==> src/rtl/count_monitor.sv <==
// count_monitor: passive observer for a 4-bit up/down counter.
// Classifies each counter step (clear, load, wrap-up, wrap-down and, optionally,
// golden-model mismatch) into timestamped records queued in a first-word
// fall-through FIFO with a valid/ready drain port. Also keeps a saturating wrap
// counter and a sticky overflow flag.
// Optional feature macro: COUNT_MONITOR_CHECK_EN (builds the golden-model comparator).
module count_monitor #(
    parameter int unsigned DEPTH = 4
) (
    input  logic        clk,
    input  logic        rst_n,
    input  logic        clr,
    input  logic        load,
    input  logic        up,
    input  logic [3:0]  data,
    input  logic [3:0]  q,
    output logic        ev_valid,
    input  logic        ev_ready,
    output logic [14:0] ev_data,
    output logic [7:0]  wrap_cnt,
    output logic        ovf,
    input  logic        ovf_clr
);

    localparam int unsigned AW = $clog2(DEPTH);
    localparam int unsigned CW = AW + 1;
    localparam int unsigned QW = 4;
    localparam int unsigned SW = 8;
    localparam int unsigned RW = 3 + QW + SW;

    typedef enum logic [2:0] {
        EV_NONE    = 3'd0,
        EV_CLR     = 3'd1,
        EV_LOAD    = 3'd2,
        EV_WRAP_UP = 3'd3,
        EV_WRAP_DN = 3'd4,
        EV_ERR     = 3'd5
    } ev_code_e;

    typedef struct packed {
        logic [2:0]    code;
        logic [QW-1:0] q_after;
        logic [SW-1:0] stamp;
    } ev_rec_t;

    // History of what the counter saw on the previous edge(s)
    logic [QW-1:0] q_prev;
    logic          clr_d;
    logic          load_d;
    logic          up_d;
    logic          clr_dd;
    logic          load_dd;
    logic          hist_ok;
    logic [SW-1:0] stamp;

    // Classification
    ev_code_e      base_code;
    ev_code_e      ev_code;
    ev_rec_t       rec;

    // FIFO state
    logic [RW-1:0] mem [DEPTH];
    logic [AW-1:0] rd_ptr;
    logic [AW-1:0] wr_ptr;
    logic [CW-1:0] count;

    // FIFO next-state
    logic          full;
    logic          pop;
    logic          hit;
    logic          push;
    logic          drop;
    logic          wrap_hit;
    logic [AW-1:0] rd_ptr_n;
    logic [AW-1:0] wr_ptr_n;
    logic [CW-1:0] count_n;
    logic [RW-1:0] head_n;
    logic          ovf_n;

    // Capture the counter controls and output every edge
    always_ff @(posedge clk or negedge rst_n) begin
        if (!rst_n) begin
            q_prev  <= '0;
            clr_d   <= 1'b0;
            load_d  <= 1'b0;
            up_d    <= 1'b0;
            clr_dd  <= 1'b0;
            load_dd <= 1'b0;
            hist_ok <= 1'b0;
        end else begin
            q_prev  <= q;
            clr_d   <= clr;
            load_d  <= load;
            up_d    <= up;
            clr_dd  <= clr_d;
            load_dd <= load_d;
            hist_ok <= 1'b1;
        end
    end

    // Free-running record timestamp
    always_ff @(posedge clk or negedge rst_n) begin
        if (!rst_n) begin
            stamp <= '0;
        end else begin
            stamp <= stamp + SW'(1);
        end
    end

    // Priority classification of the step from q_prev to q (without the comparator)
    always_comb begin
        base_code = EV_NONE;
        if (hist_ok) begin
            if (clr_d && !clr_dd) begin
                base_code = EV_CLR;
            end else if (load_d && !load_dd && !clr_d) begin
                base_code = EV_LOAD;
            end else if (!clr_d && !load_d) begin
                if (up_d && (q_prev == 4'hF) && (q == 4'h0)) begin
                    base_code = EV_WRAP_UP;
                end else if (!up_d && (q_prev == 4'h0) && (q == 4'hF)) begin
                    base_code = EV_WRAP_DN;
                end
            end
        end
    end

`ifdef COUNT_MONITOR_CHECK_EN
    logic [QW-1:0] data_d;
    logic [QW-1:0] exp_q;
    logic          mismatch;

    // Load value seen by the counter on the previous edge
    always_ff @(posedge clk or negedge rst_n) begin
        if (!rst_n) begin
            data_d <= '0;
        end else begin
            data_d <= data;
        end
    end

    // Golden counter: what q should be after the previous edge's controls
    always_comb begin
        exp_q = q_prev;
        if (clr_d) begin
            exp_q = '0;
        end else if (load_d) begin
            exp_q = data_d;
        end else if (up_d) begin
            exp_q = q_prev + QW'(1);
        end else begin
            exp_q = q_prev - QW'(1);
        end
    end

    assign mismatch = hist_ok && (q != exp_q);
    assign ev_code  = mismatch ? EV_ERR : base_code;
`else
    logic unused_data;

    // The load value only matters to the comparator
    assign unused_data = &{1'b0, data};
    assign ev_code     = base_code;
`endif

    assign rec = '{code: ev_code, q_after: q, stamp: stamp};

    // FIFO push/pop decisions and the next head for the registered output
    always_comb begin
        full     = (count == CW'(DEPTH));
        pop      = ev_valid && ev_ready;
        hit      = (ev_code != EV_NONE);
        push     = hit && (!full || pop);
        drop     = hit && full && !pop;
        wrap_hit = (ev_code == EV_WRAP_UP) || (ev_code == EV_WRAP_DN);
        rd_ptr_n = rd_ptr + AW'(pop);
        wr_ptr_n = wr_ptr + AW'(push);
        count_n  = count + CW'(push) - CW'(pop);
        head_n   = ev_data;
        if (count_n != '0) begin
            if (push && (count == CW'(pop))) begin
                head_n = rec;
            end else begin
                head_n = mem[rd_ptr_n];
            end
        end
        ovf_n = ovf;
        if (drop) begin
            ovf_n = 1'b1;
        end else if (ovf_clr) begin
            ovf_n = 1'b0;
        end
    end

    // Record storage
    always_ff @(posedge clk) begin
        if (push) begin
            mem[wr_ptr] <= rec;
        end
    end

    // FIFO pointers, occupancy and registered head
    always_ff @(posedge clk or negedge rst_n) begin
        if (!rst_n) begin
            rd_ptr   <= '0;
            wr_ptr   <= '0;
            count    <= '0;
            ev_valid <= 1'b0;
            ev_data  <= '0;
        end else begin
            rd_ptr   <= rd_ptr_n;
            wr_ptr   <= wr_ptr_n;
            count    <= count_n;
            ev_valid <= (count_n != '0);
            ev_data  <= head_n;
        end
    end

    // Saturating wrap counter and sticky overflow flag
    always_ff @(posedge clk or negedge rst_n) begin
        if (!rst_n) begin
            wrap_cnt <= '0;
            ovf      <= 1'b0;
        end else begin
            if (wrap_hit && (wrap_cnt != 8'hFF)) begin
                wrap_cnt <= wrap_cnt + 8'd1;
            end
            ovf <= ovf_n;
        end
    end

endmodule

==> config.mk <==
export PLATFORM = sky130hd
export DESIGN_NAME = count_monitor
export DESIGN_NICKNAME = d
export VERILOG_FILES = /design/src/rtl/count_monitor.sv
export SDC_FILE = /design/constraint.sdc
export NUM_CORES = 1
export LEC_CHECK = 0
export CORE_MARGIN = 2
export CORE_UTILIZATION = 42
export CTS_CLUSTER_DIAMETER = 50
export DETAILED_ROUTE_END_ITERATION = 6
export HOLD_SLACK_MARGIN = 0.05
export SKIP_CTS_REPAIR_TIMING = 1
export SYNTH_ARGS = -nofsm -noshare
export SYNTH_HDL_FRONTEND = slang
export SYNTH_SLANG_ARGS = --single-unit
==> constraint.sdc <==
create_clock -name clk -period 8 [get_ports clk]
set_clock_uncertainty 0.2 [all_clocks]
set_input_delay 2.4 -clock clk [delete_from_list [all_inputs] [get_ports clk]]
set_output_delay 2.4 -clock clk [all_outputs]
set_load 0.01 [all_outputs]
==> key figures <==
Floorplanning
  • Initial Utilization: 0.425
  • Die height: around 110 um
  • Row count: 37
  • Die W: 106 um
  • Die area: 11100 um^2
  • CORE AREA: 10200 um^2
  • IO Count: 40

Placement
  • Placed cell areas: between 4000 and 5000 um^2
  • Port bufs: 35
  • Post-DP HPWL: 4730 um
  • Routability cong.: 0.696

Critical path
  • Critical path class: input pin to flop
  • Max stage delay on crit path: between 0.8 and 0.9 ns
  • CP startpoint kind: input pin
  • R2R Path Start: clr_d
  • R2R Setup Slk: 3.30 ns
  • Worst EP required: 8.08 ns
  • Worst reg-to-reg path cell count: 13
  • Critical path buffers and inverters: 2
  • CP top delay family: simple AND/OR/NAND/NOR gates
  • CP endpoint kind: flop
  • CP Cell Sequence: clkdlybuf4s50_1, or4_1, or4_1, nand4_1, nand2_1, ha_1, inv_1, ha_1, fa_1, xnor2_1, xnor2_1, or3_1, nor2_1, a31oi_1
  • Crit-path slowest cell: or3_1
  • Critical Path Stages: 14
  • Arrival @ worst endpoint: 7.01 ns
  • Critical-path maximum fanout: 31
  • FF-to-FF End: ev_data[10]

Routing
  • Drc violations: 0
  • Starting DRC count in detailed routing: roughly 100
  • DR WL/cell: 17.1 um
  • Drt pass-1 iters: 4
  • Via-per-instance ratio: 5.10
  • ANT nets after route: 0
  • Via count: 2330
  • Final WL: 7830 um

Final layout
  • Area delta synth->final: 16.5%
  • Layout cells sized above 1: 0.137
  • Nets: about 340
  • Number of diodes: 0
  • Filler instances: 916
  • Design Area, Final: between 5000 and 6000 um^2

STA
  • Worst slew pin tran: slightly above 1 ns
  • RSZ-0062 raised after global routing: false
  • Final setup viols: 0
  • Fin crit share: 0.866
  • Max_slew headroom: 0.308
  • Max Clock Freq: 0.144 GHz
  • Clock period minus worst slack: 6.93 ns
  • Setup TNS: 0 ns
  • Pins over their slew limit: 0
  • Final Hold Viols: 0

GRT
  • Number of global-route vias before repair: 2310
  • First-pass GRT wire length: about 13000 um
  • Global route overflow: 0
  • Tot GR Track Use: 0.152
  • Initial antenna violation count: 0
  • Largest net degree at the start of global routing: 51

Clocking
  • Worst-Skew Late Latency: 0.36 ns
  • Total clock sinks: 110
  • Htree depth: 3
  • Clock Path Buffers: 2
  • CTS tree: built
  • Clock transition at the registers of the reported paths: about 0.1 ns
  • Inserted Clock Buffers: 9
  • Clock root buffer: clkbuf_8

Yosys
  • Post-synthesis cell type count: 38
  • Synth Flop Type: edfxtp_1
  • Post-Syn Area: 4330 um^2
  • Net count after synthesis: roughly 300
  • Post-Syn Instances: roughly 280
  • Synth Register Bits: 110
  • Syn. warnings: 0
  • Ys async rst share: 0.455
  • Synth Area per Inst: 15.7 um^2
  • Sequential area share after synthesis: 0.705
  • EDFF count, synth: 60

Outcome
  • Status: complete, no violations

Pwr
  • P per Cell Area: 316 nW/um^2
  • LEAKAGE: 1.96 nW
  • IR drop worst, VDD: approximately 0.10 mV

Worst hold path
  • Min-Delay Path Depth: 0
  • Hold WC Path Type: flop to flop
  • Worst min-delay path startpoint: load_d
  • Hold Path Sink: load_dd

Flow run
  • Max Cap Viol: 0
power breakdown:
group | leakage [nW] | switching, mW | internal [mW]
Clock | 0.0973 | 0.185 | 0.147
Combinational | 0.722 | 0.256 | 0.264
Sequential | 1.14 | 0.0494 | 0.691
registers in the layout, indices dropped and copies added (netlist names):
register,cells
mem,60
ev_data,15
stamp,8
wrap_cnt,8
q_prev,4
count,3
rd_ptr,2
wr_ptr,2
clr_d,1
clr_dd,1
ev_valid,1
hist_ok,1
load_d,1
load_dd,1
ovf,1
up_d,1
cell usage after synthesis (all sizes together), types with 3 or more instances:
master / n / area share
buf: 4 / 0.0075
nand3: 4 / 0.0046
ha: 6 / 0.017
xor2: 5 / 0.010
xnor2: 11 / 0.022
inv: 7 / 0.0061
dfrtp: 50 / 0.29
and3: 5 / 0.0072
nand2: 31 / 0.027
or4: 3 / 0.0052
nor2: 16 / 0.014
a22oi: 4 / 0.010
mux4: 15 / 0.078
a31oi: 12 / 0.017
clkbuf: 7 / 0.0061
nand4: 7 / 0.010
edfxtp: 60 / 0.42
a21oi: 5 / 0.0058
worst max-delay path by stage:
stage / start / to / slack, ns
detailed placement: q[0] / ev_data[10] / 0.61
floorplan: q[0] / ev_data[1] / 2.06
CTS: q[0] / ev_data[10] / 1.02
global placement: q[0] / ev_data[10] / 0.68
finish: q[0] / ev_data[10] / 1.07
global route: q[0] / ev_data[10] / 0.72
kinds of logic after synthesis:
kind of cell	after synthesis	synth area share
adders and majority gates	7	0.0220
and+or+nand+nor	80	0.0911
xor gates and xnor gates	16	0.0324
other	1	0.000866
DFF	110	0.705
muxes	16	0.0807
buffers and inverters	18	0.0197
AOI/OAI and AO/OA	28	0.0480
cell usage in the layout (no fill, tap or decap), drive strengths merged, types with 3 or more instances in the layout:
cell type and n:
edfxtp 60, dfrtp 50, clkdlybuf4s50 34, nand2 31, nor2 16, mux4 15
a31oi 12, xnor2 11, clkbuf 10, inv 9, nand4 7, ha 6
buf 6, and3 5, a21oi 5, xor2 5, nand3 4, a22oi 4
or4 3
metal layers:
layer / up-vias / GRT usage / wire length (um)
met2: 31 / 0.230 / 3690
met1: 1183 / 0.220 / 3860
met3: 9 / 0.0241 / 156
met5: - / 0 / 0
met4: 0 / 0.0677 / 124
li1: 1107 / - / -
stage by stage:
step | utilization | std cells | hold WS, ns | total power, mW | worst slack, ns
floorplan | - | 276 | 0.161 | 1.10 | 2.06
global placement | 0.476 | 441 | 0.184 | 1.28 | 0.685
detailed placement | 0.476 | 441 | 0.188 | 1.29 | 0.606
CTS | 0.495 | 457 | 0.213 | 1.62 | 1.02
global route | 0.495 | 457 | 0.242 | 1.70 | 0.718
finish | 0.495 | 457 | 0.210 | 1.59 | 1.07
area by class of cell:
class	count	area (um^2)	share of cell area
clock buffer	10	128	0.0253
clock inverter	6	68.8	0.0137
inverter	7	26.3	0.00521
multi-input combinational	148	1210	0.241
sequential	110	3050	0.606
tap	136	170	0.0338
timing repair buffer	40	383	0.0759
worst register-to-register path: stages (launching register included):
cell	delay, ns
dfrtp_1	0.42
or3b_1	0.43
or4_1	0.74
nand4_1	0.23
nand2_1	0.18
ha_1	0.32
inv_1	0.04
ha_1	0.18
fa_1	0.38
xnor2_1	0.20
xnor2_1	0.16
or3_1	0.81
nor2_1	0.13
a31oi_1	0.22
Power figures use the tool's default switching activity.
